--- config.mk ---
export PLATFORM = sky130hd
export DESIGN_NAME = ctd_run_ctrl
export DESIGN_NICKNAME = d
export VERILOG_FILES = /design/src/rtl/ctd_pkg.sv /design/src/rtl/ctd_tick_div.sv /design/src/rtl/ctd_run_ctrl.sv
export SDC_FILE = /design/constraint.sdc
export NUM_CORES = 1
export LEC_CHECK = 0
export ABC_AREA = 1
export ABC_CLOCK_PERIOD_IN_PS = 2000
export CAP_MARGIN = 40
export CORE_MARGIN = 2
export CORE_UTILIZATION = 45
export CTS_BUF_LIST = sky130_fd_sc_hd__clkbuf_4 sky130_fd_sc_hd__clkbuf_8 sky130_fd_sc_hd__clkbuf_16
export DETAILED_ROUTE_END_ITERATION = 10
export PLACE_DENSITY = 0.67
export SETUP_SLACK_MARGIN = 0.4
export SLEW_MARGIN = 30
export SYNTH_ARGS = -nofsm -noshare
export SYNTH_HDL_FRONTEND = slang
export SYNTH_SLANG_ARGS = --single-unit
--- constraint.sdc ---
create_clock -name clk -period 2 [get_ports clk]
set_clock_uncertainty 0.2 [all_clocks]
set_input_delay 0.4 -clock clk [delete_from_list [all_inputs] [get_ports clk]]
set_output_delay 0.4 -clock clk [all_outputs]
set_load 0.05 [all_outputs]
--- src/rtl/ctd_pkg.sv ---
// Shared definitions for the countdown-timer run-control slice:
// sequencer state encoding, default preset limit and preset clamp helper.
package ctd_pkg;

    typedef enum logic [2:0] {
        ST_IDLE,
        ST_LOAD,
        ST_RUN,
        ST_PAUSE,
        ST_ALARM
    } ctd_state_e;

    localparam int unsigned CTD_MAX_MIN = 99;

    function automatic logic [7:0] clamp_min(input logic [7:0] v, input int unsigned maxv);
        logic [7:0] lim;
        lim = 8'(maxv);
        return ({24'd0, v} > maxv) ? lim : v;
    endfunction

endpackage

--- src/rtl/ctd_tick_div.sv ---
// Clock divider with synchronous clear and hold; o_wrap marks the last
// cycle of each DIV-cycle period while counting.
module ctd_tick_div #(
    parameter int unsigned DIV = 50_000_000
) (
    input  logic i_clk,
    input  logic i_rst,
    input  logic i_clr,
    input  logic i_hold,
    output logic o_wrap
);

    localparam int unsigned W = (DIV > 1) ? $clog2(DIV) : 1;
    localparam logic [W-1:0] LAST = W'(DIV - 1);

    logic [W-1:0] r_cnt;

    assign o_wrap = !i_hold && (r_cnt == LAST);

    always_ff @(posedge i_clk) begin
        if (i_rst || i_clr) begin
            r_cnt <= '0;
        end else if (!i_hold) begin
            r_cnt <= o_wrap ? '0 : r_cnt + W'(1);
        end
    end

endmodule

--- src/rtl/ctd_run_ctrl.sv ---
// Run-control sequencer for the min:sec countdown datapath: button handling,
// per-second count strobe, preset capture and timed alarm.
module ctd_run_ctrl
    import ctd_pkg::*;
#(
    parameter int unsigned TICK_DIV    = 50_000_000,
    parameter int unsigned MAX_MIN     = CTD_MAX_MIN,
    parameter int unsigned ALARM_TICKS = 10
) (
    input  logic       clk,
    input  logic       rst,
    input  logic       btn_start,
    input  logic       btn_pause,
    input  logic       btn_stop,
    input  logic [7:0] min_set,
    input  logic       time_out,
    output logic       load,
    output logic [7:0] min_Init,
    output logic       cnt_en,
    output logic       alarm,
    output logic       running,
    output logic       paused,
    output logic       err
);

    localparam int unsigned AW = $clog2(ALARM_TICKS + 1);
    localparam logic [AW-1:0] ACNT_LAST = AW'(ALARM_TICKS - 1);

    ctd_state_e    r_state;
    ctd_state_e    w_next;
    logic [7:0]    r_min;
    logic          r_err;
    logic          r_alarm;
    logic [AW-1:0] r_acnt;

    logic w_stop, w_pause, w_start;
    logic w_div_clr, w_div_hold, w_wrap;
    logic w_accept, w_reject;

    // stop > pause > start: a higher-priority pulse masks the lower ones
    assign w_stop  = btn_stop;
    assign w_pause = btn_pause && !btn_stop;
    assign w_start = btn_start && !btn_pause && !btn_stop;

    assign w_div_hold = !((r_state == ST_RUN) || (r_state == ST_ALARM));

    ctd_tick_div #(
        .DIV (TICK_DIV)
    ) u_div (
        .i_clk  (clk),
        .i_rst  (rst),
        .i_clr  (w_div_clr),
        .i_hold (w_div_hold),
        .o_wrap (w_wrap)
    );

    always_ff @(posedge clk) begin
        if (rst) begin
            r_state <= ST_IDLE;
        end else begin
            r_state <= w_next;
        end
    end

    always_comb begin
        w_next    = r_state;
        w_div_clr = 1'b0;
        w_accept  = 1'b0;
        w_reject  = 1'b0;
        case (r_state)
            ST_IDLE: begin
                if (w_start) begin
                    if (min_set != 8'd0) begin
                        w_accept = 1'b1;
                        w_next   = ST_LOAD;
                    end else begin
                        w_reject = 1'b1;
                    end
                end
            end
            ST_LOAD: begin
                w_div_clr = 1'b1;
                w_next    = ST_RUN;
            end
            ST_RUN: begin
                if (w_stop) begin
                    w_next = ST_IDLE;
                end else if (time_out) begin
                    w_div_clr = 1'b1;
                    w_next    = ST_ALARM;
                end else if (w_pause) begin
                    w_next = ST_PAUSE;
                end
            end
            ST_PAUSE: begin
                if (w_stop) begin
                    w_next = ST_IDLE;
                end else if (w_start) begin
                    w_next = ST_RUN;
                end
            end
            ST_ALARM: begin
                if (w_stop || (w_wrap && (r_acnt == ACNT_LAST))) begin
                    w_next = ST_IDLE;
                end
            end
            default: w_next = ST_IDLE;
        endcase
    end

    always_ff @(posedge clk) begin
        if (rst) begin
            r_min   <= '0;
            r_err   <= 1'b0;
            r_alarm <= 1'b0;
            r_acnt  <= '0;
        end else begin
            r_err <= w_reject;
            if (w_accept) begin
                r_min <= clamp_min(min_set, MAX_MIN);
            end
            // entry counts as the first toggle; each later wrap toggles and counts
            if ((r_state != ST_ALARM) && (w_next == ST_ALARM)) begin
                r_alarm <= 1'b1;
                r_acnt  <= '0;
            end else if (r_state == ST_ALARM) begin
                if (w_next == ST_IDLE) begin
                    r_alarm <= 1'b0;
                    r_acnt  <= '0;
                end else if (w_wrap) begin
                    r_alarm <= !r_alarm;
                    r_acnt  <= r_acnt + AW'(1);
                end
            end
        end
    end

    assign load     = (r_state == ST_LOAD);
    assign running  = (r_state == ST_RUN);
    assign paused   = (r_state == ST_PAUSE);
    assign cnt_en   = (r_state == ST_RUN) && w_wrap && !time_out;
    assign alarm    = r_alarm;
    assign err      = r_err;
    assign min_Init = r_min;

endmodule
* Yosys cells after proc, flatten, opt, wreduce, memory -nomap -nowiden
Index checks and enable logic that the tools add are counted.
** Storage, ports and cells
- Flip-flop bits (word level) :: 43
- Output and inout port bits :: 14
- Logic and storage cells :: 68
** Operators by class
- Add/sub/neg operators :: 2
- $lt $le $gt $ge :: 1
- Eq/ne operators :: 8
- Multiplexer cells :: 24
- Bitwise gates (word level) :: 2
- Reduce and logical (&&, ||, !) cells :: 25
** Operators by type and width (number)
- $add A26 B1 Y26 const B :: 1
- $eq A26 B26 Y1 const B :: 1
- $mux W26 :: 1
- $mux W3 :: 8
- $pmux W3 S5 :: 1
- $mux W1 :: 10
- $gt A8 B7 Y1 const B :: 1
- $logic_and A1 B1 Y1 :: 8
- $mux W4 :: 2
- $mux W8 :: 1
- $reduce_bool A8 Y1 :: 1
- $eq A3 B2 Y1 const B :: 2
- $eq A3 B3 Y1 const B :: 2
- $logic_not A3 Y1 :: 2
- $add A4 B1 Y4 const B :: 1
- $eq A4 B4 Y1 const B :: 1
- $logic_not A1 Y1 :: 4
- $reduce_and A2 Y1 :: 2
- $reduce_bool A2 Y1 :: 2
- $eq A3 B1 Y1 const B :: 1
- $logic_or A1 B1 Y1 :: 3
- $ne A3 B3 Y1 const B :: 1
- $reduce_bool A3 Y1 :: 1
- $reduce_or A3 Y1 :: 1
- other kinds (3) :: 4

* Depth between registers and ports, before layout
Gate-level depths: netlist of run 1.
- Depth in word-level cells :: 11
- Mapped depth :: 12
- Mapped depth without buffers :: 12

* Hierarchy
A second synthesis of run 1 with hierarchy kept.
** Unflattened totals
- Cells, all modules :: 360
- Area total of the unflattened synthesis :: 2464.9 sq um
** By module, submodules not included
- ctd_tick_div :: instances 1, cells each 228, area an instance 1527.7 sq um, seq. area each 520.5 sq um
- ctd_run_ctrl :: instances 1, cells each 132, area an instance 937.1 sq um, seq. area each 340.3 sq um

* Worst setup path after synthesis of run 1
OpenSTA, ideal clock, no wires.
- Path kind :: flip-flop to output port
- Start point :: register u_div.r_cnt[19]
- End point :: output port cnt_en
- Arrival time :: 1547 ps
- Setup slack :: -147 ps
- Stages on the path, launching flop included :: 7
- Cells stage by stage :: dfxtp_1 inv_1 nor3_2 nand3_1 nor2_2 nand2_2 nor2_1
** On the way
- Word-level cells in the longest chain between the ends :: 4
** RTL lines
- start, declared :: RTL line ctd_tick_div.sv:16 : logic [W-1:0] r_cnt;
- start signal, assigned :: RTL line ctd_tick_div.sv:24 : r_cnt <= o_wrap ? '0 : r_cnt + W'(1);
- $eq A26 B26 Y1 :: RTL line ctd_tick_div.sv:18 : assign o_wrap = !i_hold && (r_cnt == LAST);
- $logic_and A1 B1 Y1 :: RTL line ctd_tick_div.sv:18
- $logic_and A1 B1 Y1 (2 in a row) :: RTL line ctd_run_ctrl.sv:141 : assign cnt_en = (r_state == ST_RUN) && w_wrap && !time_out;
- end, declared :: RTL line ctd_run_ctrl.sv:19 : output logic cnt_en,
Every way passes these cells.

* Worst setup path in the final report of run 1
- Start point :: register u_div.r_cnt[20]
- End point :: output port cnt_en
Same word-level chain as after synthesis.

==> reports/qor.yml, run 1 <==
clocking:
  h-tree-depth: 2
  tritoncts: "done"
  root_buffer: "clkbuf_8"
  ctsLongestPathBuffers: 2
  hold_buffers: 0
  clk_pin_slew_worst_paths_ns: 0.09
  numCtsBuffers: 5
  clk_latency_ns: 0.31
  cts_sinks: 43
synth:
  syn-mean-instance-area_um2: 6.959
  yosys-top-cells-area: "dfxtp_1, nand2_1, nor2_1, inv_1, a21oi_1"
  synthCells: 333
  synth-edff-count: 0
  ys_async_sr_fraction: 0
  seq_area_frac_synth: 0.3715
  yosysMostFrequentCell: "nand2_1"
  synth_seq_cells: 43
  syn-num-nets: 350
  netlist_area_um2: 2317
  synth_top_area_share: 0.3715
  ys_types: 36
  synthTopCellsByCount: "nand2_1, nor2_1, dfxtp_1"
  yosys_warnings: 0
  yosysTopAreaCell: "dfxtp_1"
  synthFlopType: "dfxtp_1"
hold_path:
  hold_class: "flip-flop to flip-flop"
  holdPathStages: 2
sta:
  period_needed_ns: 2.170
  timing.hold.ws_ns: 0.2566
  fmax_mhz: 460.9
  drv_slew: 0
  setup_viol: 25
  relSlewSlack: 0.7305
  fin_crit_sh: 1.085
  hold_viol: 0
  rsz0062_at_grt: "true"
  fin_ws_ns: -0.1695
  tightest_slew_ns: 0.4030
power:
  power.leakage_nw: 1.631
  power_density_nw_per_um2: 470.2
  peakVddDrop_mv: 0.4079
  power.total_mw: 1.814
critical_path:
  path_depth: 7
  worst_ep_required_time_ns: 1.40
  cp-end-kind: "primary output"
  rrSetupSlack_ns: -0.14
  cp_top_family: "simple AND/OR/NAND/NOR gates"
  crit_chain: "nand2_1 -> nor2_2 -> inv_1 -> nor2_2 -> nand2_2 -> nor2_4 -> buf_12"
  critPathSlowestCell: "dfxtp_1"
  arrival_ns: 1.57
  path_max_fanout: 3
  startpoint_type: "flip-flop"
  crit_top_cell: "nor2_2"
  slowest_delay_ns: 0.38
  crit_type: "flip-flop to primary output"
  crit_buf_inv: 2
  worstRegToRegCells: 11
routing:
  vias_per_cell: 5.408
  firstDrtPassIters: 5
  drt_iter0_drc: 129
  wl_mm: 7.750
  wl_per_cell_um: 15.20
  drc: 0
  vias: 2758
  ant_nets: 0
global_routing:
  grt_pass1_vias: 2495
  grt_max_degree: 14
  grt-ovfl-total: 0
  antenna_found_initial: 0
  grt_pass1_wl_mm: 10.98
  track_usage: 0.2531
finish:
  area.growth.synth_to_final_pct: 66.47
  postLayoutCoreUtil: 0.7650
  final_area_um2: 3857
  num_antenna_cells: 0
  n_fill_cell: 357
  final_nets: 456
  drive_gt1_frac: 0.5023
placed_design:
  gp_congestion: 0.8709
  place_hpwl_mm: 4.648
  dpl_worst_slack_ns: -0.2074
  placed_cell_area_um2: 3052
  place.port_buffers: 27
status:
  violations: "setup timing"
  outcome: "finished, violations left"
floorplanning:
  start_util: 0.4596
  num_rows: 26
  die_h_um: 75.76
  design.die.area_um2: 5740
  core_area_um2: 5042
  die_w_um: 75.76
  io-pin-count: 28
job:
  maxCapViolCount: 0
==> layout make-up <==
| class | instances | area (µm²) | share of cell area |
|---|---|---|---|
| inverters | 46 | 191.4 | 0.04963 |
| flip-flops and latches | 43 | 904.6 | 0.2345 |
| repair buffers | 100 | 909.6 | 0.2358 |
| clock inverters | 2 | 35.03 | 0.009082 |
| clock buffers | 6 | 82.58 | 0.02141 |
| multi-input cells | 242 | 1639 | 0.4249 |
| repair inverters | 1 | 7.507 | 0.001946 |
| well taps | 70 | 87.58 | 0.02271 |
==> worst paths after layout <==
path,from,end
max,u_div.r_cnt[20]$_SDFFE_PP0P_,cnt_en
min,u_div.r_cnt[5]$_SDFFE_PP0P_,u_div.r_cnt[5]$_SDFFE_PP0P_
max reg2reg,u_div.r_cnt[20]$_SDFFE_PP0P_,u_div.r_cnt[9]$_SDFFE_PP0P_
min reg2reg,u_div.r_cnt[5]$_SDFFE_PP0P_,u_div.r_cnt[5]$_SDFFE_PP0P_
==> layer usage <==
layer / wire length (µm) / GRT usage
met1: 3117 / 0.2926
met2: 3880 / 0.4511
met3: 396 / 0.05688
met4: 354 / 0.09747
met5: 0 / 0
==> per-stage QoR <==
stage          TNS, ns  cells
6_report        -2.315    510
5_1_grt         -4.500    510
4_1_cts         -1.496    500
3_5_place_dp    -1.584    466
3_3_place_gp    -1.070    466
2_1_floorplan        0    333
==> state kept, by name, indices dropped and copies added (netlist names) <==
signal,flops
u_div.r_cnt,26
min_Init,8
alarm,1
err,1
r_state,3
r_acnt,4
==> cell usage in the layout (no fill, tap or decap), drive strengths merged, types with 2 or more instances in the layout <==
cell type and n:
nand3 23, a31oi 2, clkdlybuf4s15 3, nand2 57, o21ai 17, buf 87
o21a 4, and3 2, a21oi 28, nand4 15, dlygate4sd2 8, nor3 15
ha 3, clkinvlp 2, xor2 4, clkdlybuf4s50 2, clkbuf 6, or2 3
xnor2 3, clkinv 2, dfxtp 43, nor2 59, inv 44
==> repair_timing <==
item                                    4_1_cts  5_1_grt
cloned                                        1        0
endpoints found under the setup margin       42       42
resized for setup                            87       64
buffers inserted                             25       10
pin swaps                                    35       32
==> logic make-up after synthesis <==
logic type               after synthesis  share of synthesized area
AO/OA/AOI/OAI                         56                     0.1474
XOR/XNOR                               7                    0.02646
adder cells (fa/ha/maj)                3                    0.01620
buffers and inverters                 48                    0.08423
flip-flops                            43                     0.3715
AND/OR/NAND/NOR                      176                     0.3542
==> worst reg2reg max path, stage by stage, from the launching register on <==
cell	delay (ns)
dfxtp_1	0.38
nand2_1	0.08
nor2_2	0.15
inv_1	0.10
nor2_2	0.19
nand2_2	0.11
buf_4	0.15
buf_6	0.11
o21ai_4	0.22
inv_4	0.09
buf_6	0.14
o221a_4	0.10
==> report_power, final <==
| part | switching, mW | internal, mW | leakage (nW) | total (mW) |
|---|---|---|---|---|
| combinational | 0.123 | 0.100 | 1.21 | 0.223 |
| clock | 0.324 | 0.405 | 0.0612 | 0.728 |
| sequential | 0.00726 | 0.855 | 0.360 | 0.862 |
No activity file was read; power rests on OpenSTA's default activity.
==> run 2, diff against run 1 <==
--- a/config.mk
+++ b/config.mk
@@ -8,12 +8,14 @@
 export ABC_AREA = 1
 export ABC_CLOCK_PERIOD_IN_PS = 2000
 export CAP_MARGIN = 40
+export CORE_ASPECT_RATIO = 0.75
 export CORE_MARGIN = 2
 export CORE_UTILIZATION = 45
 export CTS_BUF_LIST = sky130_fd_sc_hd__clkbuf_4 sky130_fd_sc_hd__clkbuf_8 sky130_fd_sc_hd__clkbuf_16
 export DETAILED_ROUTE_END_ITERATION = 10
 export PLACE_DENSITY = 0.67
 export SETUP_SLACK_MARGIN = 0.4
+export SKIP_LAST_GASP = 1
 export SLEW_MARGIN = 30
 export SYNTH_ARGS = -nofsm -noshare
 export SYNTH_HDL_FRONTEND = slang
==> run 2 against run 1 <==
Compared with the run above: the run still ends with setup timing left; combinational power up 4%; clock-buffer cell count down 1; clock power up 15%; cell area up 2.9%; fmax up 0.94%; register-to-register slack about the same; critical endpoint is now alarm$_SDFFE_PP0P_.
==> reports/qor.yml, run 2 (synthesis gave the netlist of run 1 again) <==
sta:
  timing.hold.ws_ns: 0.2723  # +0.01576 ns
  drv_slew: 0  # unchanged
  period_needed_ns: 2.149  # -0.02016 ns
  hold_viol: 0  # unchanged
  relSlewSlack: 0.7982  # +0.06773
  fin_crit_sh: 1.075  # -0.01008
  fin_ws_ns: -0.1494  # +0.02016 ns
  rsz0062_at_grt: "true"
  setup_viol: 20  # -20%
  fmax_mhz: 465.3  # +0.94%
  tightest_slew_ns: 0.3018  # -0.1012 ns
  setup_tns_ns: -1.291  # +1.024 ns
finish:
  final_area_um2: 3968  # +2.9%
  final_common_cell: "buf_4"
  drive_gt1_frac: 0.5089  # +0.006616
  n_fill_cell: 294  # -18%
  final_nets: 466  # +2.2%
  regMostFlops: "u_div.r_cnt"
  fin_cells: 510  # unchanged
  num_antenna_cells: 0  # unchanged
  area.growth.synth_to_final_pct: 71.22
  layout_common_cells: "buf_4, nand2_1, nor2_1"
  postLayoutCoreUtil: 0.8052  # +0.04022
  largest_reg_flops: 26  # unchanged
status:
  outcome: "finished, violations left"
  violations: "setup timing"
placed_design:
  place.port_buffers: 27  # unchanged
  dpl_worst_slack_ns: -0.2640  # -0.05661 ns
  gp_congestion: 0.8690  # -0.22%
  placed_cells: 457  # -1.9%
  place_hpwl_mm: 4.712  # +1.4%
  placed_cell_area_um2: 3047  # -0.16%
critical_path:
  path_max_fanout: 6  # +3
  cp-end-kind: "flip-flop"
  startpoint_type: "flip-flop"
  arrival_ns: 2.18  # +0.61 ns
  crit_type: "flip-flop to flip-flop"
  worst_ep_required_time_ns: 2.04  # +0.64 ns
clocking:
  root_buffer: "clkbuf_8"
  tritoncts: "done"
  clk_pin_slew_worst_paths_ns: 0.09  # about the same
  hold_buffers: 0  # unchanged
  clk_latency_ns: 0.31  # about the same
  cts_sinks: 43  # unchanged
  numCtsBuffers: 5  # unchanged
  h-tree-depth: 2  # unchanged
  ctsLongestPathBuffers: 2  # unchanged
job:
  maxCapViolCount: 0  # unchanged
routing:
  wl_per_cell_um: 16.23  # +6.8%
  vias: 2792  # +1.2%
  wl_mm: 8.279  # +6.8%
  drt_iter0_drc: 231  # +79%
  firstDrtPassIters: 5  # unchanged
  ant_nets: 0  # unchanged
  drc: 0  # unchanged
  vias_per_cell: 5.475  # +1.2%
floorplanning:
  num_rows: 22  # -15%
  die_h_um: 66.15  # -13%
  core_area_um2: 4927  # -2.3%
  io-pin-count: 28  # unchanged
  start_util: 0.4703  # +0.01074
  design.die.area_um2: 5745  # +0.10%
  die_w_um: 86.86  # +15%
global_routing:
  antenna_found_initial: 0  # unchanged
  track_usage: 0.2442  # -0.008989
  grt_pass1_wl_mm: 10.88  # -0.87%
  grt_max_degree: 15  # +1
  grt_pass1_vias: 2357  # -5.5%
  grt-ovfl-total: 0  # unchanged
power:
  power_density_nw_per_um2: 486.8  # +3.5%
  peakVddDrop_mv: 0.4145  # +1.6%
  power.leakage_nw: 1.680  # +3.0%
  power.total_mw: 1.931  # +6.5%
hold_path:
  hold_class: "flip-flop to flip-flop"
## run 2: changes by cell type in the layout (fill, tap and decap cells not counted), sizes merged
cell / before / now
clkinvlp: 2 / 3
clkbuf: 6 / 5
dlygate4sd2: 8 / 10
bufinv: 1 / 2
inv: 44 / 43
clkdlybuf4s15: 3 / 1
buf: 87 / 97
## run 2: final cells by class
| type | instances | area, µm² | share of cell area |
|---|---|---|---|
| tap | 60 | 75.07 | 0.01892 |
| sequential | 43 | 895.9 | 0.2258 |
| multi-input combinational | 242 | 1659 | 0.4182 |
| clock buffer | 5 | 68.82 | 0.01734 |
| clock inverter | 3 | 67.56 | 0.01703 |
| timing repair inverter | 1 | 7.507 | 0.001892 |
| inverter | 46 | 188.9 | 0.04762 |
| timing repair buffer | 110 | 1005 | 0.2532 |
## run 2: layer usage
layer | vias up | routed length, µm | global-route usage
met5 | - | 0 | 0
met4 | 0 | 250 | 0.07227
met3 | 28 | 494 | 0.04245
met2 | 104 | 3872 | 0.3588
met1 | 1319 | 3662 | 0.3620
li1 | 1341 | - | -
## run 2: path summary, 6_finish.rpt
kind         depth (start not counted)  slack [ns]                        start                        to
max                                 13       -0.15  u_div.r_cnt[5]$_SDFFE_PP0P_        alarm$_SDFFE_PP0P_
min                                  2        0.27     min_Init[7]$_SDFFE_PP0P_  min_Init[7]$_SDFFE_PP0P_
max reg2reg                         13       -0.15  u_div.r_cnt[5]$_SDFFE_PP0P_        alarm$_SDFFE_PP0P_
min reg2reg                          2        0.27     min_Init[7]$_SDFFE_PP0P_  min_Init[7]$_SDFFE_PP0P_
## run 2: worst max-delay path, stage by stage, from the launching register on
cell	delay [ns]
dfxtp_1	0.37
nand2_2	0.10
inv_2	0.13
nand3_1	0.13
nor2_4	0.16
buf_4	0.12
buf_4	0.09
buf_4	0.09
buf_4	0.09
buf_4	0.11
nand3_4	0.10
nor2_2	0.11
a21oi_1	0.08
a21oi_1	0.20
## run 2: power breakdown
group / internal, mW / switching [mW]
logic: 0.109 / 0.124
clock network: 0.498 / 0.336
registers: 0.857 / 0.00615
total: 1.46 / 0.467
## run 2: repair_timing
item	4_1_cts	5_1_grt
setup buffers	25	18
gates resized for setup	58	97
cloned	2	0
setup endpoints to repair	41	43
pin swaps	21	34
